### config.mk
export PLATFORM = sky130hd
export DESIGN_NAME = muldiv_ctrl
export DESIGN_NICKNAME = d
export VERILOG_FILES = /design/src/rtl/muldiv_pkg.sv /design/src/rtl/muldiv_ctrl_div.sv /design/src/rtl/muldiv_ctrl.sv
export SDC_FILE = /design/constraint.sdc
export NUM_CORES = 2
export LEC_CHECK = 0
export CORE_MARGIN = 2
export CORE_UTILIZATION = 59
export CTS_CLUSTER_DIAMETER = 100
export DETAILED_ROUTE_END_ITERATION = 10
export PLACE_DENSITY = 0.8
export SYNTH_ARGS = -nofsm -noshare
export SYNTH_HDL_FRONTEND = slang
export SYNTH_SLANG_ARGS = --single-unit
### constraint.sdc
create_clock -name clk -period 10 [get_ports clk]
set_input_delay 2 -clock clk [delete_from_list [all_inputs] [get_ports clk]]
set_output_delay 2 -clock clk [all_outputs]
set_load 0.005 [all_outputs]
### src/rtl/muldiv_pkg.sv
// Shared types and constants for the MULT/MULTU/DIV/DIVU sequencer.
package muldiv_pkg;

    localparam int DATA_W = 32;

    typedef enum logic [1:0] {
        MD_OP_MULT  = 2'b00,
        MD_OP_MULTU = 2'b01,
        MD_OP_DIV   = 2'b10,
        MD_OP_DIVU  = 2'b11
    } MulDivOpType;

    typedef enum logic [1:0] {
        MD_IDLE = 2'b00,
        MD_MUL  = 2'b01,
        MD_DIV  = 2'b10,
        MD_DONE = 2'b11
    } MulDivStateType;

    // Divide by zero: LO is all ones, HI takes the dividend unchanged.
    localparam logic [DATA_W-1:0] DIV0_LO = '1;

    function automatic logic [DATA_W-1:0] abs_val(input logic [DATA_W-1:0] x);
        return x[DATA_W-1] ? (~x + DATA_W'(1)) : x;
    endfunction

endpackage

### src/rtl/muldiv_ctrl_div.sv
// Unsigned radix-2 restoring divider, one quotient bit per step.
// o_q/o_r show the quotient/remainder after the step taken this cycle.
module div_iter_unit #(
    parameter int W = 32
) (
    input  logic         clk,
    input  logic         rst,
    input  logic         i_load,
    input  logic         i_step,
    input  logic [W-1:0] i_dividend,
    input  logic [W-1:0] i_divisor,
    output logic [W-1:0] o_q,
    output logic [W-1:0] o_r
);

    logic [W-1:0] r_rem;
    logic [W-1:0] r_quot;
    logic [W-1:0] r_dvs;
    logic [W:0]   w_shift;
    logic [W-1:0] w_sub;
    logic         w_fits;

    // Partial remainder is shifted left with the next dividend bit; the
    // subtraction fits in W bits whenever the trial succeeds.
    assign w_shift = {r_rem, r_quot[W-1]};
    assign w_fits  = (w_shift >= {1'b0, r_dvs});
    assign w_sub   = w_shift[W-1:0] - r_dvs;
    assign o_q     = {r_quot[W-2:0], w_fits};
    assign o_r     = w_fits ? w_sub : w_shift[W-1:0];

    always_ff @(posedge clk) begin
        if (rst) begin
            r_rem  <= '0;
            r_quot <= '0;
            r_dvs  <= '0;
        end else if (i_load) begin
            r_rem  <= '0;
            r_quot <= i_dividend;
            r_dvs  <= i_divisor;
        end else if (i_step) begin
            r_rem  <= o_r;
            r_quot <= o_q;
        end
    end

endmodule

### src/rtl/muldiv_ctrl.sv
// Multi-cycle mul/div sequencer beside EXE: captures operands, stalls the
// pipeline while running and delivers HI/LO with a one-cycle write strobe.
//   state   | meaning
//   MD_IDLE | waiting for a mul/div in EXE
//   MD_MUL  | multiply pipeline draining, counter counts down
//   MD_DIV  | divider iterating, one quotient bit per cycle
//   MD_DONE | HI/LO valid, Done pulse, back to IDLE
module muldiv_ctrl
    import muldiv_pkg::*;
#(
    parameter int MUL_LATENCY = 2,
    parameter int DIV_CYCLES  = 32
) (
    input  logic        clk,
    input  logic        rst,
    input  logic        EXE_Start,
    input  logic [1:0]  EXE_MulDivOp,
    input  logic [31:0] EXE_BusA,
    input  logic [31:0] EXE_BusB,
    input  logic        Flush,
    output logic        MulDiv_Busy,
    output logic        MulDiv_Done,
    output logic        MulDiv_HILOWr,
    output logic [31:0] MulDiv_Hi,
    output logic [31:0] MulDiv_Lo
);

    localparam int CNT_MAX = (DIV_CYCLES > MUL_LATENCY) ? DIV_CYCLES : MUL_LATENCY;
    localparam int CNT_W   = $clog2(CNT_MAX + 1);

    MulDivStateType   r_state;
    MulDivStateType   w_state_nxt;
    MulDivOpType      w_op;
    logic [CNT_W-1:0] r_cnt;
    logic             w_accept;
    logic             w_is_div;
    logic             w_signed;
    logic             w_b_zero;
    logic             r_neg_q;
    logic             r_neg_r;
    logic [63:0]      w_ext_a;
    logic [63:0]      w_ext_b;
    logic [63:0]      w_prod;
    logic [63:0]      r_mpipe [MUL_LATENCY];
    logic [31:0]      w_q;
    logic [31:0]      w_r;
    logic [31:0]      w_div_lo;
    logic [31:0]      w_div_hi;
    logic [31:0]      r_hi;
    logic [31:0]      r_lo;

    assign w_op     = MulDivOpType'(EXE_MulDivOp);
    assign w_is_div = (w_op == MD_OP_DIV) || (w_op == MD_OP_DIVU);
    assign w_signed = (w_op == MD_OP_MULT) || (w_op == MD_OP_DIV);
    assign w_b_zero = (EXE_BusB == '0);
    assign w_accept = (r_state == MD_IDLE) && EXE_Start && !Flush;

    always_ff @(posedge clk) begin
        if (rst) begin
            r_state <= MD_IDLE;
        end else begin
            r_state <= w_state_nxt;
        end
    end

    always_comb begin
        w_state_nxt = r_state;
        unique case (r_state)
            MD_IDLE: begin
                if (w_accept) begin
                    if (!w_is_div)     w_state_nxt = MD_MUL;
                    else if (w_b_zero) w_state_nxt = MD_DONE;
                    else               w_state_nxt = MD_DIV;
                end
            end
            MD_MUL, MD_DIV: begin
                if (Flush)               w_state_nxt = MD_IDLE;
                else if (r_cnt == '0)    w_state_nxt = MD_DONE;
            end
            MD_DONE: w_state_nxt = MD_IDLE;
            default: w_state_nxt = MD_IDLE;
        endcase
    end

    always_comb begin
        MulDiv_Busy   = !rst && ((r_state == MD_MUL) || (r_state == MD_DIV) || w_accept);
        MulDiv_Done   = (r_state == MD_DONE);
        MulDiv_HILOWr = MulDiv_Done && !Flush;
        MulDiv_Hi     = r_hi;
        MulDiv_Lo     = r_lo;
    end

    always_ff @(posedge clk) begin
        if (rst) begin
            r_cnt   <= '0;
            r_neg_q <= 1'b0;
            r_neg_r <= 1'b0;
        end else if (w_accept) begin
            r_cnt   <= w_is_div ? CNT_W'(DIV_CYCLES - 1) : CNT_W'(MUL_LATENCY - 1);
            r_neg_q <= w_signed && (EXE_BusA[31] ^ EXE_BusB[31]);
            r_neg_r <= w_signed && EXE_BusA[31];
        end else if (((r_state == MD_MUL) || (r_state == MD_DIV)) && (r_cnt != '0)) begin
            r_cnt <= r_cnt - CNT_W'(1);
        end
    end

    // Full 64-bit extension keeps the low 64 product bits exact for both signednesses.
    assign w_ext_a = {{32{w_signed & EXE_BusA[31]}}, EXE_BusA};
    assign w_ext_b = {{32{w_signed & EXE_BusB[31]}}, EXE_BusB};
    assign w_prod  = w_ext_a * w_ext_b;

    always_ff @(posedge clk) begin
        r_mpipe[0] <= w_prod;
        for (int i = 1; i < MUL_LATENCY; i++) begin
            r_mpipe[i] <= r_mpipe[i-1];
        end
    end

    div_iter_unit #(.W(32)) u_div (
        .clk        (clk),
        .rst        (rst),
        .i_load     (w_accept && w_is_div),
        .i_step     (r_state == MD_DIV),
        .i_dividend (w_signed ? abs_val(EXE_BusA) : EXE_BusA),
        .i_divisor  (w_signed ? abs_val(EXE_BusB) : EXE_BusB),
        .o_q        (w_q),
        .o_r        (w_r)
    );

    assign w_div_lo = r_neg_q ? (~w_q + 32'd1) : w_q;
    assign w_div_hi = r_neg_r ? (~w_r + 32'd1) : w_r;

    always_ff @(posedge clk) begin
        if (rst) begin
            r_hi <= '0;
            r_lo <= '0;
        end else if ((w_state_nxt == MD_DONE) && (r_state != MD_DONE)) begin
            unique case (r_state)
                MD_IDLE: {r_hi, r_lo} <= {EXE_BusA, DIV0_LO};
                MD_MUL:  {r_hi, r_lo} <= r_mpipe[MUL_LATENCY-1];
                default: {r_hi, r_lo} <= {w_div_hi, w_div_lo};
            endcase
        end
    end

endmodule

==> results.toml <==
[run_status]
outcome = "finished, final reports clean"

[timing]
hold_violations = 0
setup_viol = 0
setup_ws_ns = 0.3235
fin_crit_ns = 9.676
drv_slew = 0
worst_pin_slew_ns = 1.131
slew_headroom_pct = 23.58
clock_skew_ns = 0.01097
period_share_pct = 96.76
fmax_mhz = 103.3

[placement]
gp_congestion = 0.9945
io_buffers = 136
pre_cts_ws_ns = -0.4438
dpl.hpwl_um = 131900
dp_cells = 7235
place_area_um2 = 58250

[finish]
nets = 7554
mostFrequentLayoutCell = "inv_1"
n_fill_cell = 6737
fin_cells = 7296
syn_to_final_growth_pct = 12.13
postLayoutCellArea_um2 = 59330
multi_input_area_um2 = 41150
register_area_um2 = 5966
drive_above_1_share_pct = 9.092
layout_common_cells = "inv_1 (1,160), fa_1 (1,125), nand2_1 (808)"

[detailed_routing]
vias_per_cell = 5.851
drt-pass1-iter-count = 9
route.vias.total = 42690
antenna_left = 0
drc = 0
wirelength_um = 159400
drt-initial-drc-count = 3478
wl_per_cell_um = 21.85

[worst_setup_path]
end_kind = "flip-flop"
cp_num_buf_inv = 7
slowest_delay_ns = 0.64
path_max_fanout = 18
crit_required_ns = 10.50
critPathKind = "primary input to flip-flop"
cp-start-kind = "primary input"
cp_top_family = "adder cells"
worstPathArrival_ns = 10.18
critPathMostFrequentCell = "fa_1"
cp_slowest_cell = "fa_1"

[synthesis]
synth_edf_count = 0
synth-seq-area-share_pct = 11.27
netlist_instances = 5890
avgSynthCellArea_um2 = 8.983
ys_async_sr_fraction_pct = 0
syn_area_um2 = 52910
yosys.cell_types.count = 108
synth_seq_cells = 298
synth_nets = 7341
ys_warn_count = 0
synth_flop_cell = "dfxtp_1"

[floorplanning]
dieArea_um2 = 92090
rows = 109
die_x_um = 303.5
die_h_um = 303.5
io_pins = 137
start_util_pct = 59.69
core_area_um2 = 88650

[global_routing]
first_global_vias = 45170
grt_overflow = 0
grt_first_pass_wirelength_um = 250800
antenna_found_initial = 14
grt_use_total_pct = 35.58
grt_max_degree = 89

[cts]
clock_latency_ns = 0.57
tritoncts = "done"
numCtsBuffers = 29
cts_hold_buf = 0
clk_path_buf_depth = 3
cts_root_buffer = "clkbuf_16"
cts_htree_levels = 1
clock-sinks = 298
cts.clk_slew.worst_paths_ns = 0.07

[run]
maxCapViolations = 0

[min_path]
hp-class = "flip-flop to flip-flop"
[timing repair]
| action | 4_1_cts | 5_1_grt |
|---|---|---|
| resized for setup | 0 | 11 |
| setup buffers | 0 | 2 |
| setup endpoints to repair | 0 | 7 |
[cell type report]
cell class	count	share of cell area [%]
Multi-Input combinational cell	4053	69.36
Sequential cell	298	10.06
Timing Repair Buffer	558	9.031
Inverter	1163	7.362
Tap cell	1165	2.457
Clock buffer	33	1.282
Clock inverter	21	0.4302
Antenna cell	5	0.02109
[routing by layer]
| metal | vias up | track usage (%) | routed length (um) |
|---|---|---|---|
| met1 | 21300 | 44.71 | 58120 |
| li1 | 18350 | - | - |
| met4 | 6 | 17.75 | 9568 |
| met3 | 609 | 8.689 | 18210 |
| met5 | - | 0 | 50 |
| met2 | 2429 | 57.67 | 73480 |
[stage by stage]
stage          hold slack, ns  setup TNS (ns)  utilization, %
6_report               0.3229               0           66.93
2_1_floorplan          0.3096               0               -
3_3_place_gp           0.3106          -1.805           65.71
5_1_grt                0.3304        -0.01129           66.93
3_5_place_dp           0.3121          -2.589           65.71
4_1_cts                0.3231               0           66.86
[synthesized netlist by cell type, drive strengths merged, types with 71 or more instances]
cell    instances  area (um^2)
a211oi         95        735.7
dfxtp         298         5966
buf            81        384.1
nand2         811         3047
o21ai         156        784.5
and2          397         2486
nor2          260        978.4
mux2i          71        710.7
inv          1162         4362
xor2           83        727.0
xnor2         121         1060
fa           1126        22540
a21oi         170        850.8
clkbuf        295         1109
ha            255         3191
[kinds of logic after synthesis]
| family | share of synthesized area [%] |
|---|---|
| buf+inv | 11.07 |
| flops | 11.27 |
| mux | 1.386 |
| fa+ha+maj | 48.63 |
| compound gates | 9.050 |
| simple gates | 15.21 |
| xor+xnor | 3.377 |
[registers in the layout, summed over array words and instances (netlist names)]
register / count
r_mpipe: 128
MulDiv_Hi: 32
MulDiv_Lo: 32
u_div.r_dvs: 32
u_div.r_quot: 32
u_div.r_rem: 32
r_cnt: 6
r_state: 2
r_neg_q: 1
r_neg_r: 1
[worst paths after layout]
kind / from / endpoint / slack [ns] / cells after the start
worst max-delay path: EXE_BusB[1] / r_mpipe[0][63] / 0.32 / 28
worst min-delay path: r_mpipe[0][37] / r_mpipe[0][101] / 0.32 / 0
worst max register to register: u_div.r_dvs[12] / MulDiv_Lo[22] / 4.52 / 18
worst min register to register: r_mpipe[0][37] / r_mpipe[0][101] / 0.32 / 0
Power is not shown: default switching activity piles up to over one toggle a cycle in this logic, so the estimate is an artifact.
